[config.mk]
export PLATFORM = sky130hd
export DESIGN_NAME = fb_scanout_flat
export DESIGN_NICKNAME = d
export VERILOG_FILES = /design/src/rtl/vga_pkg.sv /design/src/rtl/fb_scanout_if.sv /design/src/rtl/fb_scanout_timing.sv /design/src/rtl/fb_scanout.sv /design/src/flat_wrapper.sv
export SDC_FILE = /design/constraint.sdc
export NUM_CORES = 1
export LEC_CHECK = 0
export BUFFER_PORTS_ARGS = -buffer_cell sky130_fd_sc_hd__buf_2
export CORE_UTILIZATION = 55
export DETAILED_ROUTE_END_ITERATION = 8
export GPL_ROUTABILITY_DRIVEN = 0
export PLACE_DENSITY = 0.8
export SLEW_MARGIN = 20
export SYNTH_ARGS = -nofsm -noshare
export SYNTH_HDL_FRONTEND = slang
export SYNTH_SLANG_ARGS = --single-unit
[constraint.sdc]
create_clock -name clk -period 4 [get_ports clk]
set_input_delay 0.6 -clock clk [delete_from_list [all_inputs] [get_ports clk]]
set_output_delay 0.6 -clock clk [all_outputs]
set_load 0.1 [all_outputs]
[src/rtl/vga_pkg.sv]
// Shared video timing constants, framebuffer geometry and RGB field layout
// for the scanout path.
package vga_pkg;
    localparam int unsigned H_ACTIVE    = 640;
    localparam int unsigned H_FP        = 16;
    localparam int unsigned H_SYNC      = 96;
    localparam int unsigned H_BP        = 48;
    localparam int unsigned V_ACTIVE    = 480;
    localparam int unsigned V_FP        = 10;
    localparam int unsigned V_SYNC      = 2;
    localparam int unsigned V_BP        = 33;
    localparam int unsigned FB_COLS     = 40;
    localparam int unsigned SCALE_SHIFT = 4;

    localparam int unsigned CNT_W  = 10;
    localparam int unsigned ADDR_W = 16;
    localparam int unsigned DATA_W = 24;
    localparam int unsigned CH_W   = 8;
    localparam int unsigned R_LSB  = 16;
    localparam int unsigned G_LSB  = 8;
    localparam int unsigned B_LSB  = 0;

    typedef struct packed {
        logic active;
        logic hsync_n;
        logic vsync_n;
        logic frame_start;
    } vid_ctl_t;

    localparam vid_ctl_t CTL_IDLE = '{active: 1'b0, hsync_n: 1'b1, vsync_n: 1'b1, frame_start: 1'b0};
endpackage

[src/rtl/fb_scanout_if.sv]
// Read port towards one side of the dual-port framebuffer RAM.
interface fb_scanout_if;
    import vga_pkg::*;

    logic [ADDR_W-1:0] rd_addr;
    logic [DATA_W-1:0] rd_data;

    modport master (output rd_addr, input rd_data);
    modport slave  (input rd_addr, output rd_data);
endinterface

[src/rtl/fb_scanout_timing.sv]
// Raster counters plus unregistered active/sync/frame-start flags for the
// current counter position.
module vga_timing
    import vga_pkg::*;
#(
    parameter int unsigned H_ACTIVE = vga_pkg::H_ACTIVE,
    parameter int unsigned H_FP     = vga_pkg::H_FP,
    parameter int unsigned H_SYNC   = vga_pkg::H_SYNC,
    parameter int unsigned H_BP     = vga_pkg::H_BP,
    parameter int unsigned V_ACTIVE = vga_pkg::V_ACTIVE,
    parameter int unsigned V_FP     = vga_pkg::V_FP,
    parameter int unsigned V_SYNC   = vga_pkg::V_SYNC,
    parameter int unsigned V_BP     = vga_pkg::V_BP
) (
    input  logic             clk,
    input  logic             rst,
    output logic [CNT_W-1:0] h_cnt,
    output logic [CNT_W-1:0] v_cnt,
    output vid_ctl_t         ctl,
    output logic             line_end,
    output logic             frame_end
);
    localparam int unsigned H_TOTAL = H_ACTIVE + H_FP + H_SYNC + H_BP;
    localparam int unsigned V_TOTAL = V_ACTIVE + V_FP + V_SYNC + V_BP;

    logic [CNT_W-1:0] h_cnt_q, h_cnt_d;
    logic [CNT_W-1:0] v_cnt_q, v_cnt_d;

    always_comb begin
        line_end  = (h_cnt_q == CNT_W'(H_TOTAL - 1));
        frame_end = line_end && (v_cnt_q == CNT_W'(V_TOTAL - 1));
        h_cnt_d   = line_end ? '0 : h_cnt_q + 1'b1;
        v_cnt_d   = v_cnt_q;
        if (line_end) begin
            v_cnt_d = frame_end ? '0 : v_cnt_q + 1'b1;
        end

        ctl             = CTL_IDLE;
        ctl.active      = (h_cnt_q < CNT_W'(H_ACTIVE)) && (v_cnt_q < CNT_W'(V_ACTIVE));
        ctl.hsync_n     = !((h_cnt_q >= CNT_W'(H_ACTIVE + H_FP)) &&
                            (h_cnt_q <  CNT_W'(H_ACTIVE + H_FP + H_SYNC)));
        ctl.vsync_n     = !((v_cnt_q >= CNT_W'(V_ACTIVE + V_FP)) &&
                            (v_cnt_q <  CNT_W'(V_ACTIVE + V_FP + V_SYNC)));
        ctl.frame_start = (h_cnt_q == '0) && (v_cnt_q == '0);
    end

    always_ff @(posedge clk) begin
        if (rst) begin
            h_cnt_q <= '0;
            v_cnt_q <= '0;
        end else begin
            h_cnt_q <= h_cnt_d;
            v_cnt_q <= v_cnt_d;
        end
    end

    assign h_cnt = h_cnt_q;
    assign v_cnt = v_cnt_q;
endmodule

[src/rtl/fb_scanout.sv]
// Framebuffer scanout: cell address generation from the raster counters and a
// two-stage pipeline aligning RAM read data with registered sync/enable.
module fb_scanout
    import vga_pkg::*;
#(
    parameter int unsigned H_ACTIVE    = vga_pkg::H_ACTIVE,
    parameter int unsigned H_FP        = vga_pkg::H_FP,
    parameter int unsigned H_SYNC      = vga_pkg::H_SYNC,
    parameter int unsigned H_BP        = vga_pkg::H_BP,
    parameter int unsigned V_ACTIVE    = vga_pkg::V_ACTIVE,
    parameter int unsigned V_FP        = vga_pkg::V_FP,
    parameter int unsigned V_SYNC      = vga_pkg::V_SYNC,
    parameter int unsigned V_BP        = vga_pkg::V_BP,
    parameter int unsigned FB_COLS     = vga_pkg::FB_COLS,
    parameter int unsigned SCALE_SHIFT = vga_pkg::SCALE_SHIFT
) (
    input  logic              clk,
    input  logic              rst,
    input  logic [ADDR_W-1:0] fb_base,
    fb_scanout_if.master      ram,
    output logic [CH_W-1:0]   r,
    output logic [CH_W-1:0]   g,
    output logic [CH_W-1:0]   b,
    output logic              hsync,
    output logic              vsync,
    output logic              de,
    output logic              frame_start
);
    logic [CNT_W-1:0]  h_cnt, v_cnt;
    vid_ctl_t          ctl;
    logic              line_end, frame_end;

    logic [ADDR_W-1:0] base_q, base_d;
    logic [ADDR_W-1:0] row_off_q, row_off_d;
    logic [ADDR_W-1:0] rd_addr_c;
    vid_ctl_t          ctl1_q, ctl1_d;
    logic [CH_W-1:0]   r_q, r_d, g_q, g_d, b_q, b_d;
    logic              de_q, de_d, hsync_q, hsync_d, vsync_q, vsync_d, fs_q, fs_d;

    vga_timing #(
        .H_ACTIVE (H_ACTIVE),
        .H_FP     (H_FP),
        .H_SYNC   (H_SYNC),
        .H_BP     (H_BP),
        .V_ACTIVE (V_ACTIVE),
        .V_FP     (V_FP),
        .V_SYNC   (V_SYNC),
        .V_BP     (V_BP)
    ) u_timing (
        .clk       (clk),
        .rst       (rst),
        .h_cnt     (h_cnt),
        .v_cnt     (v_cnt),
        .ctl       (ctl),
        .line_end  (line_end),
        .frame_end (frame_end)
    );

    always_comb begin
        base_d    = base_q;
        row_off_d = row_off_q;
        // Row offset advances after the last scan line of each cell row, so no multiply is needed.
        if (frame_end) begin
            base_d    = fb_base;
            row_off_d = '0;
        end else if (line_end && (v_cnt < CNT_W'(V_ACTIVE)) && (&v_cnt[SCALE_SHIFT-1:0])) begin
            row_off_d = row_off_q + ADDR_W'(FB_COLS);
        end

        // Held at zero during reset so the RAM never sees a pre-reset position.
        rd_addr_c = '0;
        if (ctl.active && !rst) begin
            rd_addr_c = base_q + row_off_q + ADDR_W'(h_cnt >> SCALE_SHIFT);
        end

        ctl1_d  = ctl;
        r_d     = '0;
        g_d     = '0;
        b_d     = '0;
        if (ctl1_q.active) begin
            r_d = ram.rd_data[R_LSB +: CH_W];
            g_d = ram.rd_data[G_LSB +: CH_W];
            b_d = ram.rd_data[B_LSB +: CH_W];
        end
        de_d    = ctl1_q.active;
        hsync_d = ctl1_q.hsync_n;
        vsync_d = ctl1_q.vsync_n;
        fs_d    = ctl1_q.frame_start;
    end

    always_ff @(posedge clk) begin
        if (rst) begin
            base_q    <= '0;
            row_off_q <= '0;
            ctl1_q    <= CTL_IDLE;
            r_q       <= '0;
            g_q       <= '0;
            b_q       <= '0;
            de_q      <= 1'b0;
            hsync_q   <= 1'b1;
            vsync_q   <= 1'b1;
            fs_q      <= 1'b0;
        end else begin
            base_q    <= base_d;
            row_off_q <= row_off_d;
            ctl1_q    <= ctl1_d;
            r_q       <= r_d;
            g_q       <= g_d;
            b_q       <= b_d;
            de_q      <= de_d;
            hsync_q   <= hsync_d;
            vsync_q   <= vsync_d;
            fs_q      <= fs_d;
        end
    end

    assign ram.rd_addr = rd_addr_c;
    assign r           = r_q;
    assign g           = g_q;
    assign b           = b_q;
    assign de          = de_q;
    assign hsync       = hsync_q;
    assign vsync       = vsync_q;
    assign frame_start = fs_q;
endmodule

[src/flat_wrapper.sv]
// flat-port wrapper written by rule: the top's interface ports become plain ports
module fb_scanout_flat import vga_pkg::*;
#(
    parameter int unsigned H_ACTIVE    = vga_pkg::H_ACTIVE,
    parameter int unsigned H_FP        = vga_pkg::H_FP,
    parameter int unsigned H_SYNC      = vga_pkg::H_SYNC,
    parameter int unsigned H_BP        = vga_pkg::H_BP,
    parameter int unsigned V_ACTIVE    = vga_pkg::V_ACTIVE,
    parameter int unsigned V_FP        = vga_pkg::V_FP,
    parameter int unsigned V_SYNC      = vga_pkg::V_SYNC,
    parameter int unsigned V_BP        = vga_pkg::V_BP,
    parameter int unsigned FB_COLS     = vga_pkg::FB_COLS,
    parameter int unsigned SCALE_SHIFT = vga_pkg::SCALE_SHIFT
)
  (clk, rst, fb_base, r, g, b, hsync, vsync, de, frame_start, ram_rd_addr, ram_rd_data);
  fb_scanout_if ram_i ();
  input  logic clk;
  input  logic rst;
  input  logic [ADDR_W-1:0] fb_base;
  output logic [CH_W-1:0] r;
  output logic [CH_W-1:0] g;
  output logic [CH_W-1:0] b;
  output logic hsync;
  output logic vsync;
  output logic de;
  output logic frame_start;
  output wire logic [$bits(ram_i.rd_addr)-1:0] ram_rd_addr;
  input wire logic [$bits(ram_i.rd_data)-1:0] ram_rd_data;
  assign ram_rd_addr = ram_i.rd_addr;
  assign ram_i.rd_data = ram_rd_data;
  fb_scanout #(.H_ACTIVE(H_ACTIVE), .H_FP(H_FP), .H_SYNC(H_SYNC), .H_BP(H_BP), .V_ACTIVE(V_ACTIVE), .V_FP(V_FP), .V_SYNC(V_SYNC), .V_BP(V_BP), .FB_COLS(FB_COLS), .SCALE_SHIFT(SCALE_SHIFT)) u_core (.clk(clk), .rst(rst), .fb_base(fb_base), .ram(ram_i), .r(r), .g(g), .b(b), .hsync(hsync), .vsync(vsync), .de(de), .frame_start(frame_start));
endmodule
==> key figures <==
Die
  – I/O pins: 86
  – Starting Density: 58.1%
  – Die Span Y: 87.4 um
  – Die area: 7650 um^2
  – Die X: 87.4 um
  – Core ar.: 6910 um^2
  – Floorplan row count: 30

Clock tree
  – Clk Latency, worst-skew pair: 0.35 ns
  – CTS Sinks: 81
  – CTS Hold Bufs: 0
  – Max Buffers Root-to-Sink: 2
  – CTS Buf Count: 9
  – CTS tree: yes
  – Worst-path clk slew: 0.09 ns
  – H-tree Lvls: 3
  – CTS Root Cell: clkbuf_8

Timing
  – Max Slew Vio Count: 0
  – Final setup viols: 0
  – Skew final: 0.0106 ns
  – Final period util: 95.3%
  – Setup TNS: 0 ns
  – Endpoints failing hold: 0
  – WHS: 0.415 ns
  – RSZ-0062 raised after global routing: no
  – F_max: 262 MHz
  – Min Tclk post-route: 3.81 ns
  – Slew margin rel.: 55.3%
  – Slew @ Worst Pin: 0.668 ns

Synth
  – Synth unique cells: 41
  – Number of enable flip-flop cells after synthesis: 0
  – Warnings, synthesis: 0
  – Net count after synthesis: 525
  – Syn avg cell area: 8.98 um^2
  – Async set-reset flop share out of synthesis: 0%
  – Synth Area in Compound Gates: 10.4%
  – Post-synthesis simple-gate area fraction: 24.5%
  – Seq/Total Area, Yosys: 40.4%
  – Most used DFF post-synth: dfxtp_1
  – Main combinational cell family by area after synthesis: simple AND/OR/NAND/NOR gates
  – Xor and xnor fraction of the mapped netlist area: 5.45%
  – Post-Syn Instances: 447
  – Synth Area in Adders: 12.0%
  – Synth Cell Area: 4020 um^2
  – Synth Register Bits: 81
  – Mux share of post-synthesis cell area: 4.49%

Routing
  – Drt total wl: 8860 um
  – # DRC: 0
  – Initial DRC count: 183
  – WL/cell: 13.9 um
  – Routed vias/inst: 5.51
  – DR pass1 iterations: 5
  – Via count: 3,503
  – Post-route ant nets: 0

GRT
  – Global Route Usage Sum: 24.6%
  – Vias in the first global route: 3,251
  – Initial antenna violation count: 0
  – First-pass GRT wire length: 14,600 um
  – Largest net degree at the start of global routing: 29
  – Grt ovf: 0

Min path
  – Hold Path Class: flop to flop
  – WHS Path Cells: 1

Critical path
  – Worst Path Max Fanout: 9
  – Worst EP arrival: 3.21 ns
  – Startpoint types: flop
  – CP Data Required Time: 3.40 ns
  – FF-to-FF path depth: 7
  – Crit end category: output pin
  – Worst setup path class: flop to output pin

Run
  – MaxCap Viol Count: 0

Pwr
  – Power per cell area: 339 nW/um^2
  – Seq pwr share: 49.8%
  – P_leak: 2.32 nW
  – Total net switching power: 0.443 mW
  – Sw Share: 26.7%
  – Internal: 1.22 mW
  – Power share of the clock group: 41.3%
  – VDD IR-drop max: 0.000196 V
  – Comb pwr share: 8.9%

Layout
  – Share of layout cells above drive strength 1: 24.8%
  – Antenna cells: 0
  – Util after Layout: 70.9%
  – Final Non-Filler Cells: 636
  – Final nets: 613
  – Fillcell total: 560
  – Synth-to-layout area growth: 22.0%
  – Most frequent cells in the layout: buf_2, dfxtp_1, nor2_1, ha_1, and2_1

Status
  – Run status: finished, final reports clean

Place
  – Detailed Place HPWL: 6400 um
  – PortBufs: 85
  – Placed cell count: 620
[stage by stage]
stage | worst slack (ns) | area (um^2) | total power, mW
after floorplan | -0.0640 | 4090 | 0.954
after global placement | 0.465 | 4640 | 0.991
after detailed placement | 0.422 | 4640 | 0.994
after CTS | 0.0214 | 4870 | 1.68
after global routing | 0.00715 | 4900 | 1.72
final | 0.189 | 4900 | 1.66
[layer usage]
layer / GRT usage, % / routed length, um
met1: 30.9 / 3930
met4: 7.15 / 124
met2: 41.7 / 4400
met3: 5.97 / 411
met5: 0 / 0
[synth_stat cells, drive strengths merged, types with 8 or more instances]
| library cell | instances | area share, % |
|---|---|---|
| dfxtp | 81 | 40 |
| nor2 | 60 | 5.6 |
| ha | 32 | 10 |
| and2 | 28 | 4.4 |
| nand2 | 26 | 2.4 |
| mux2i | 18 | 4.5 |
| xnor2 | 18 | 3.9 |
| nor3 | 17 | 2.1 |
| o21ai | 17 | 2.1 |
| a21oi | 16 | 2.0 |
| inv | 15 | 1.4 |
| clkbuf | 11 | 1.0 |
| nand3 | 9 | 1.1 |
| or3 | 9 | 1.4 |
| or4 | 8 | 1.5 |
[power groups by stage]
stage,clock network (mW),registers [mW],logic (mW)
final,0.686,0.826,0.148
after global routing,0.739,0.829,0.156
after CTS,0.702,0.827,0.148
after detailed placement,0,0.846,0.148
after global placement,0,0.845,0.146
after floorplan,0,0.926,0.0288
[layout make-up]
type	count	area [um^2]	share of cell area, %
Multi-Input combinational cell	336	2360	48.3
Timing Repair Buffer	92	505	10.3
Clock inverter	7	105	2.15
Tap cell	96	120	2.45
Sequential cell	81	1620	33.2
Inverter	15	56.3	1.15
Clock buffer	9	124	2.53
[path summary, 6_finish.rpt]
kind | endpoint | slack (ns) | startpoint
worst max-delay path | ram_rd_addr[11] | 0.19 | u_core.u_timing.h_cnt[5]
worst min-delay path | u_core.hsync | 0.42 | u_core.hsync_d
worst max register to register | u_core.row_off_q[14] | 1.10 | u_core.u_timing.h_cnt[0]
worst min register to register | u_core.hsync | 0.42 | u_core.hsync_d
[kinds of logic after synthesis]
group	Yosys count
simple gates	193
compound gates	64
buf+inv	30
mux	18
xor+xnor	25
fa+ha+maj	36
flops	81
[repair_timing]
item                       CTS  global route
gates resized for setup      0             8
buffers inserted             0             0
setup endpoints to repair    0             8
[flip-flops by register name (all words and copies together) (netlist names), 8 cells and up]
register / cells
u_core.b: 8
u_core.base_q: 16
u_core.g: 8
u_core.r: 8
u_core.row_off_q: 13
u_core.u_timing.h_cnt: 10
u_core.u_timing.v_cnt: 10
[worst max-delay path, stage by stage (launching register included)]
cell      delay [ns]
dfxtp_1         0.48
ha_1            0.29
ha_1            0.24
fa_1            0.44
a211oi_1        0.33
o21a_1          0.24
o211ai_1        0.15
and3_1          0.22
nor3_2          0.11
clkbuf_4        0.35
Note: power is estimated with default switching activity, not from simulation.
